`config.mk`:
```
export PLATFORM = sky130hd
export DESIGN_NAME = mem_access_stage_flat
export DESIGN_NICKNAME = d
export VERILOG_FILES = /design/src/rtl/mem_access_stage_if.sv /design/src/rtl/mem_access_stage.sv /design/src/flat_wrapper.sv
export SDC_FILE = /design/constraint.sdc
export NUM_CORES = 1
export LEC_CHECK = 0
export BUFFER_PORTS_ARGS = -buffer_cell sky130_fd_sc_hd__clkbuf_2
export CORE_ASPECT_RATIO = 1.4
export CORE_MARGIN = 4
export CORE_UTILIZATION = 49
export DETAILED_ROUTE_END_ITERATION = 8
export GPL_TIMING_DRIVEN = 0
export PLACE_DENSITY = 0.81
export REMOVE_ABC_BUFFERS = 1
export SYNTH_ARGS = -nofsm -noshare
export SYNTH_HDL_FRONTEND = slang
export SYNTH_SLANG_ARGS = --single-unit
```
`constraint.sdc`:
```
create_clock -name clk -period 2.26 [get_ports clk]
set_input_delay 0 -clock clk [delete_from_list [all_inputs] [get_ports clk]]
set_output_delay 0 -clock clk [all_outputs]
set_load 0.005 [all_outputs]
```
`src/rtl/mem_access_stage_if.sv`:
```
// DataMEM bus between the MEM stage (master) and the data memory (slave).
// Address/strobes/write data come from the stage; read data returns combinationally.
interface mem_access_stage_if #(
  parameter int unsigned DATA_W = 8,
  parameter int unsigned ADDR_W = 8
);
  logic [ADDR_W-1:0] mem_a;
  logic              mem_we;
  logic              mem_re;
  logic [DATA_W-1:0] mem_wd;
  logic [DATA_W-1:0] mem_rd;

  modport master (
    output mem_a,
    output mem_we,
    output mem_re,
    output mem_wd,
    input  mem_rd
  );

  modport slave (
    input  mem_a,
    input  mem_we,
    input  mem_re,
    input  mem_wd,
    output mem_rd
  );
endinterface

```
`src/rtl/mem_access_stage.sv`:
```
// MEM pipeline stage: drives DataMEM, owns the downward-growing stack pointer,
// sequences two-cycle INT/RTI with an upstream stall and registers MEM/WB results.
module mem_access_stage #(
  parameter int unsigned       DATA_W   = 8,
  parameter int unsigned       ADDR_W   = 8,
  parameter int unsigned       REG_W    = 2,
  parameter logic [ADDR_W-1:0] SP_RESET = '1
) (
  input  logic              clk,
  input  logic              rst_n,
  input  logic              valid_in,
  input  logic [2:0]        op_in,
  input  logic [ADDR_W-1:0] addr_in,
  input  logic [DATA_W-1:0] data_in,
  input  logic [ADDR_W-1:0] ret_pc_in,
  input  logic [DATA_W-1:0] flags_in,
  input  logic [REG_W-1:0]  rd_in,
  output logic              stall_out,
  mem_access_stage_if.master mem,
  output logic              valid_out,
  output logic              wb_en_out,
  output logic [REG_W-1:0]  rd_out,
  output logic [DATA_W-1:0] rd_data_out,
  output logic              pc_load_out,
  output logic [ADDR_W-1:0] pc_out,
  output logic              flags_load_out,
  output logic [DATA_W-1:0] flags_out
);

  localparam logic [2:0] OP_LOAD  = 3'd0;
  localparam logic [2:0] OP_STORE = 3'd1;
  localparam logic [2:0] OP_PUSH  = 3'd2;
  localparam logic [2:0] OP_POP   = 3'd3;
  localparam logic [2:0] OP_CALL  = 3'd4;
  localparam logic [2:0] OP_RET   = 3'd5;
  localparam logic [2:0] OP_INT   = 3'd6;
  localparam logic [2:0] OP_RTI   = 3'd7;

  typedef enum logic [1:0] {
    ST_IDLE = 2'd0,
    ST_INT2 = 2'd1,
    ST_RTI2 = 2'd2
  } state_e;

  state_e            state;
  logic [ADDR_W-1:0] sp;
  logic [ADDR_W-1:0] sp_inc;
  logic [ADDR_W-1:0] sp_dec;

  // Stack arithmetic wraps modulo 2^ADDR_W; there is no overflow detection.
  always_comb begin
    sp_inc = sp + ADDR_W'(1);
    sp_dec = sp - ADDR_W'(1);
  end

  // DataMEM drive and stall; everything is forced quiet while reset is held.
  always_comb begin
    mem.mem_a  = sp;
    mem.mem_we = 1'b0;
    mem.mem_re = 1'b0;
    mem.mem_wd = data_in;
    stall_out  = 1'b0;
    if (rst_n) begin
      unique case (state)
        ST_IDLE: begin
          if (valid_in) begin
            unique case (op_in)
              OP_LOAD: begin
                mem.mem_a  = addr_in;
                mem.mem_re = 1'b1;
              end
              OP_STORE: begin
                mem.mem_a  = addr_in;
                mem.mem_wd = data_in;
                mem.mem_we = 1'b1;
              end
              OP_PUSH: begin
                mem.mem_a  = sp;
                mem.mem_wd = data_in;
                mem.mem_we = 1'b1;
              end
              OP_POP, OP_RET: begin
                mem.mem_a  = sp_inc;
                mem.mem_re = 1'b1;
              end
              OP_CALL: begin
                mem.mem_a  = sp;
                mem.mem_wd = DATA_W'(ret_pc_in);
                mem.mem_we = 1'b1;
              end
              OP_INT: begin
                mem.mem_a  = sp;
                mem.mem_wd = DATA_W'(ret_pc_in);
                mem.mem_we = 1'b1;
                stall_out  = 1'b1;
              end
              OP_RTI: begin
                mem.mem_a  = sp_inc;
                mem.mem_re = 1'b1;
                stall_out  = 1'b1;
              end
              default: begin
              end
            endcase
          end
        end
        ST_INT2: begin
          mem.mem_a  = sp;
          mem.mem_wd = flags_in;
          mem.mem_we = 1'b1;
        end
        ST_RTI2: begin
          mem.mem_a  = sp_inc;
          mem.mem_re = 1'b1;
        end
        default: begin
        end
      endcase
    end
  end

  // Sequencer, stack pointer and MEM/WB register; strobes default low each cycle.
  always_ff @(posedge clk) begin
    if (!rst_n) begin
      state          <= ST_IDLE;
      sp             <= SP_RESET;
      valid_out      <= 1'b0;
      wb_en_out      <= 1'b0;
      rd_out         <= '0;
      rd_data_out    <= '0;
      pc_load_out    <= 1'b0;
      pc_out         <= '0;
      flags_load_out <= 1'b0;
      flags_out      <= '0;
    end else begin
      valid_out      <= 1'b0;
      wb_en_out      <= 1'b0;
      pc_load_out    <= 1'b0;
      flags_load_out <= 1'b0;
      unique case (state)
        ST_IDLE: begin
          if (valid_in) begin
            rd_out <= rd_in;
            unique case (op_in)
              OP_LOAD: begin
                valid_out   <= 1'b1;
                rd_data_out <= mem.mem_rd;
                wb_en_out   <= 1'b1;
              end
              OP_STORE: begin
                valid_out <= 1'b1;
              end
              OP_PUSH, OP_CALL: begin
                valid_out <= 1'b1;
                sp        <= sp_dec;
              end
              OP_POP: begin
                valid_out   <= 1'b1;
                sp          <= sp_inc;
                rd_data_out <= mem.mem_rd;
                wb_en_out   <= 1'b1;
              end
              OP_RET: begin
                valid_out   <= 1'b1;
                sp          <= sp_inc;
                pc_out      <= ADDR_W'(mem.mem_rd);
                pc_load_out <= 1'b1;
              end
              OP_INT: begin
                sp    <= sp_dec;
                state <= ST_INT2;
              end
              OP_RTI: begin
                // Flags are popped first and held until the PC arrives.
                sp        <= sp_inc;
                flags_out <= mem.mem_rd;
                state     <= ST_RTI2;
              end
              default: begin
              end
            endcase
          end
        end
        ST_INT2: begin
          sp        <= sp_dec;
          valid_out <= 1'b1;
          state     <= ST_IDLE;
        end
        ST_RTI2: begin
          sp             <= sp_inc;
          pc_out         <= ADDR_W'(mem.mem_rd);
          pc_load_out    <= 1'b1;
          flags_load_out <= 1'b1;
          valid_out      <= 1'b1;
          state          <= ST_IDLE;
        end
        default: begin
          state <= ST_IDLE;
        end
      endcase
    end
  end

endmodule
```
`src/flat_wrapper.sv`:
```
// flat-port wrapper written by rule: the top's interface ports become plain ports
module mem_access_stage_flat 
#(
  parameter int unsigned       DATA_W   = 8,
  parameter int unsigned       ADDR_W   = 8,
  parameter int unsigned       REG_W    = 2,
  parameter logic [ADDR_W-1:0] SP_RESET = '1
)
  (clk, rst_n, valid_in, op_in, addr_in, data_in, ret_pc_in, flags_in, rd_in, stall_out, valid_out, wb_en_out, rd_out, rd_data_out, pc_load_out, pc_out, flags_load_out, flags_out, mem_mem_a, mem_mem_we, mem_mem_re, mem_mem_wd, mem_mem_rd);
  mem_access_stage_if #(.DATA_W(DATA_W), .ADDR_W(ADDR_W)) mem_i ();
  input  logic clk;
  input  logic rst_n;
  input  logic valid_in;
  input  logic [2:0] op_in;
  input  logic [ADDR_W-1:0] addr_in;
  input  logic [DATA_W-1:0] data_in;
  input  logic [ADDR_W-1:0] ret_pc_in;
  input  logic [DATA_W-1:0] flags_in;
  input  logic [REG_W-1:0] rd_in;
  output logic stall_out;
  output logic valid_out;
  output logic wb_en_out;
  output logic [REG_W-1:0] rd_out;
  output logic [DATA_W-1:0] rd_data_out;
  output logic pc_load_out;
  output logic [ADDR_W-1:0] pc_out;
  output logic flags_load_out;
  output logic [DATA_W-1:0] flags_out;
  output wire logic [$bits(mem_i.mem_a)-1:0] mem_mem_a;
  output wire logic [$bits(mem_i.mem_we)-1:0] mem_mem_we;
  output wire logic [$bits(mem_i.mem_re)-1:0] mem_mem_re;
  output wire logic [$bits(mem_i.mem_wd)-1:0] mem_mem_wd;
  input wire logic [$bits(mem_i.mem_rd)-1:0] mem_mem_rd;
  assign mem_mem_a = mem_i.mem_a;
  assign mem_mem_we = mem_i.mem_we;
  assign mem_mem_re = mem_i.mem_re;
  assign mem_mem_wd = mem_i.mem_wd;
  assign mem_i.mem_rd = mem_mem_rd;
  mem_access_stage #(.DATA_W(DATA_W), .ADDR_W(ADDR_W), .REG_W(REG_W), .SP_RESET(SP_RESET)) u_core (.clk(clk), .rst_n(rst_n), .valid_in(valid_in), .op_in(op_in), .addr_in(addr_in), .data_in(data_in), .ret_pc_in(ret_pc_in), .flags_in(flags_in), .rd_in(rd_in), .stall_out(stall_out), .mem(mem_i), .valid_out(valid_out), .wb_en_out(wb_en_out), .rd_out(rd_out), .rd_data_out(rd_data_out), .pc_load_out(pc_load_out), .pc_out(pc_out), .flags_load_out(flags_load_out), .flags_out(flags_out));
endmodule
```
==> flow_summary.toml <==
[worst_setup_path]
criticalPathCategory = "reg2reg"
reg2reg_to = "u_core.sp[5]"
cp.required_ns = 2.39
start_kind = "flop"
arrival_ns = 2.26
crit_fanout = 11
cp_cell_sequence = "inv_1 > ha_4 > buf_4 > a21oi_1 > or2b_1 > o221ai_2 > o211ai_1"
regToRegSetupSlack_ns = 0.12
end_kind = "flop"
critical-path-slowest-cell = "a21oi_1"
crit_path_start = "u_core.state[1]"
cp_slowest_stage_delay_ns = 0.55
ff2ff_path_depth = 7
r2r_start = "u_core.state[1]"
crit_end = "u_core.sp[5]"

[floorplan]
io_pins = 97
rows = 30
design.core.area_um2 = 4917
die_x_um = 68.76
start_util_pct = 51.50
die_h_um = 93.06
die_area_um2 = 6399

[synthesis]
synth_seq_cells = 40
yosys_warnings = 0
ys_types = 49
synth-edff-count = 0
syn-mean-instance-area_um2 = 8.117
ys_async_sr_fraction_pct = 0
synthesis.area_um2 = 2532
seq_area_frac_synth_pct = 31.62
synth_ff_type = "dfxtp_1"
synthCells = 312

[power_and_ir_drop]
peakVddDrop_mv = 0.3198
switching_share_pct = 30.83
p_int_mw = 1.341
total_leakage_power_nw = 1.500
power.total_mw = 1.939
p_switching_mw = 0.5978
p_per_area_nw_per_um2 = 590.2
pwr-share-clk_pct = 29.3
seqPwrFrac_pct = 41.3
combPwrFrac_pct = 29.4

[final_layout]
layout-drive-gt1-share_pct = 31.94
post-route-util_pct = 66.82
antennaDiodeCount = 0
syn2layout_area_growth_pct = 29.74
final_nets = 460
fillers = 409
fin_area_um2 = 3286

[grt]
grt_max_degree = 45
grt_pass1_vias = 2545
antenna_found_initial = 0
grt_use_total_pct = 23.14
grt.overflow.total = 0
grt_first_pass_wirelength_um = 11650

[timing]
fmax_mhz = 468.4
min_period_ns = 2.135
maxSlewViolCount = 0
hold_viol_final = 0
setup_ws_ns = 0.1250
fin_crit_sh_pct = 94.47
slew_headroom_pct = 49.25
finalSetupViolCount = 0
worstMarginPinSlew_ns = 0.7584
fin_skew_ns = 0.002265

[clock_network]
clk_latency_ns = 0.29
cts-root-buf = "clkbuf_8"
cts_tree = "done"
numCtsBuffers = 5
cts_num_sinks = 40
max-clock-path-buffers = 2
cts.clk_slew.worst_paths_ns = 0.07
htreeDepth = 2

[drt]
drc = 0
wl_per_cell_um = 15.31
postRouteWirelength_um = 7213
drt_first_pass_iters = 5
via_per_inst = 5.565
drtIter0Drc = 182
route.vias.total = 2621
ant_nets = 0

[run_status]
status = "finished clean"

[min_path]
min_from = "mem_mem_rd[2]"
min_path_type = "in2reg"

[place]
gp_congestion = 0.8961
portBuffers = 96
post-dp-hpwl_um = 5214
place_area_um2 = 2998
place_ws_ns = -0.5068

[job]
drv_cap = 0
## per-stage QoR
step	hold slack, ns	setup TNS (ns)	std cells
detailed placement	0.2515	-8.117	449
global placement	0.2393	-11.21	449
finish	0.01271	0	471
CTS	0.008159	0	466
floorplan	0.06194	-0.8691	289
global route	0.005646	-0.03827	471
## flip-flops by register name, summed over array words and instances (netlist names)
| register | flops |
|---|---|
| u_core.rd_out | 2 |
| u_core.rd_data_out | 8 |
| u_core.pc_load_out | 1 |
| u_core.pc_out | 8 |
| u_core.flags_load_out | 1 |
| u_core.sp | 8 |
| u_core.state | 2 |
| u_core.flags_out | 8 |
| u_core.valid_out | 1 |
| u_core.wb_en_out | 1 |
## layout by cell type (no fill, tap or decap), types with 3 or more instances in the layout
cell,netlist,layout
clkbuf_2,0,96
dfxtp_1,40,40
nand2_1,29,29
inv_1,19,19
nor2b_1,18,18
mux2i_1,18,18
a21oi_1,18,17
o21ai_0,18,17
nand3_1,15,14
nor2_1,14,14
a21boi_0,12,12
a222oi_1,8,8
dlygate4sd3_1,0,8
xnor2_1,6,6
nor3_1,7,6
buf_4,0,6
xor2_1,5,5
o221ai_1,5,5
clkbuf_8,0,5
nor3b_1,4,4
o21a_1,3,3
a32oi_1,3,3
a22oi_1,3,3
nand2b_1,3,3
ha_2,0,3
## repair_timing
item / 4_1_cts / 5_1_grt
cloned: 0 / 0
endpoints found under the hold margin: 8 / 0
endpoints found under the setup margin: 33 / 23
resized for setup: 8 / 6
pin swaps: 1 / 1
hold buffers: 8 / 0
buffers inserted: 1 / 5
## final cells by class
| type | count | area, um^2 | area share [%] |
|---|---|---|---|
| timing repair buffer | 110 | 605.6 | 18.43 |
| tap | 64 | 80.08 | 2.437 |
| multi-input combinational | 230 | 1620 | 49.31 |
| clock buffer | 6 | 72.57 | 2.209 |
| clock inverter | 2 | 35.03 | 1.066 |
| inverter | 19 | 71.32 | 2.171 |
| sequential | 40 | 800.8 | 24.37 |
## power by group through the flow
stage,Combinational (mW),Sequential (mW),Clock (mW)
final,0.570,0.801,0.568
after global routing,0.637,0.808,0.616
after CTS,0.554,0.799,0.585
after detailed placement,0.528,0.815,0
after global placement,0.515,0.813,0
after floorplan,0.345,0.803,0
## per-layer routing
layer	vias up	share of wire, %	track usage (%)
li1	1303	-	-
met2	91	52	40.88
met5	-	0	0
met4	0	1.2	7.154
met1	1218	41	27.42
met3	9	6.5	4.207
## synth_stat cells (3+ instances only)
library cell / count / share of area [%]
nand3_1: 15 / 3.0
clkbuf_1: 16 / 2.4
nor2b_1: 18 / 4.4
a21oi_1: 18 / 3.6
dfxtp_1: 40 / 32
nor2_1: 14 / 2.1
nand2_1: 29 / 4.3
buf_2: 5 / 0.99
and2_1: 3 / 0.74
xnor2_1: 6 / 2.1
xor2_1: 5 / 1.7
nor3b_1: 4 / 1.2
a32oi_1: 3 / 1.0
a21boi_0: 12 / 3.6
mux2i_1: 18 / 7.1
a22oi_1: 3 / 0.89
inv_1: 19 / 2.8
nor3_1: 7 / 1.4
o21a_1: 3 / 0.89
nand2b_1: 3 / 0.74
o221ai_1: 5 / 1.7
a222oi_1: 8 / 3.2
ha_1: 6 / 3.0
o21ai_0: 18 / 3.6
## worst max-delay path: cells and delay by family, from the launching register on
| kind | cells | cell delay (ns) |
|---|---|---|
| AO/OA/AOI/OAI | 3 | 0.79 |
| adder cells (fa/ha/maj) | 1 | 0.22 |
| buffers and inverters | 2 | 0.26 |
| flip-flops | 1 | 0.40 |
| AND/OR/NAND/NOR | 1 | 0.32 |
## kinds of logic (layout without fill, tap and decap cells)
kind of cell	count (synthesis)	in the layout	synth area share, %
buffers and inverters	42	137	6.769
XOR/XNOR	11	11	3.804
multiplexers	20	20	8.300
AND/OR/NAND/NOR	105	105	21.99
adder cells (fa/ha/maj)	6	6	2.964
flip-flops	40	40	31.62
AO/OA/AOI/OAI	88	88	24.56
## worst min-delay path by stage
| stage | end | depth (start not counted) | slack, ns |
|---|---|---|---|
| after floorplan | u_core.sp[0] | 1 | 0.06 |
| after global placement | u_core.rd_out[0] | 3 | 0.24 |
| after detailed placement | u_core.rd_out[1] | 3 | 0.25 |
| after CTS | u_core.flags_out[2] | 3 | 0.008 |
| after global routing | u_core.flags_out[2] | 3 | 0.006 |
| final | u_core.flags_out[2] | 3 | 0.01 |
No activity file was read; power rests on OpenSTA's default activity.
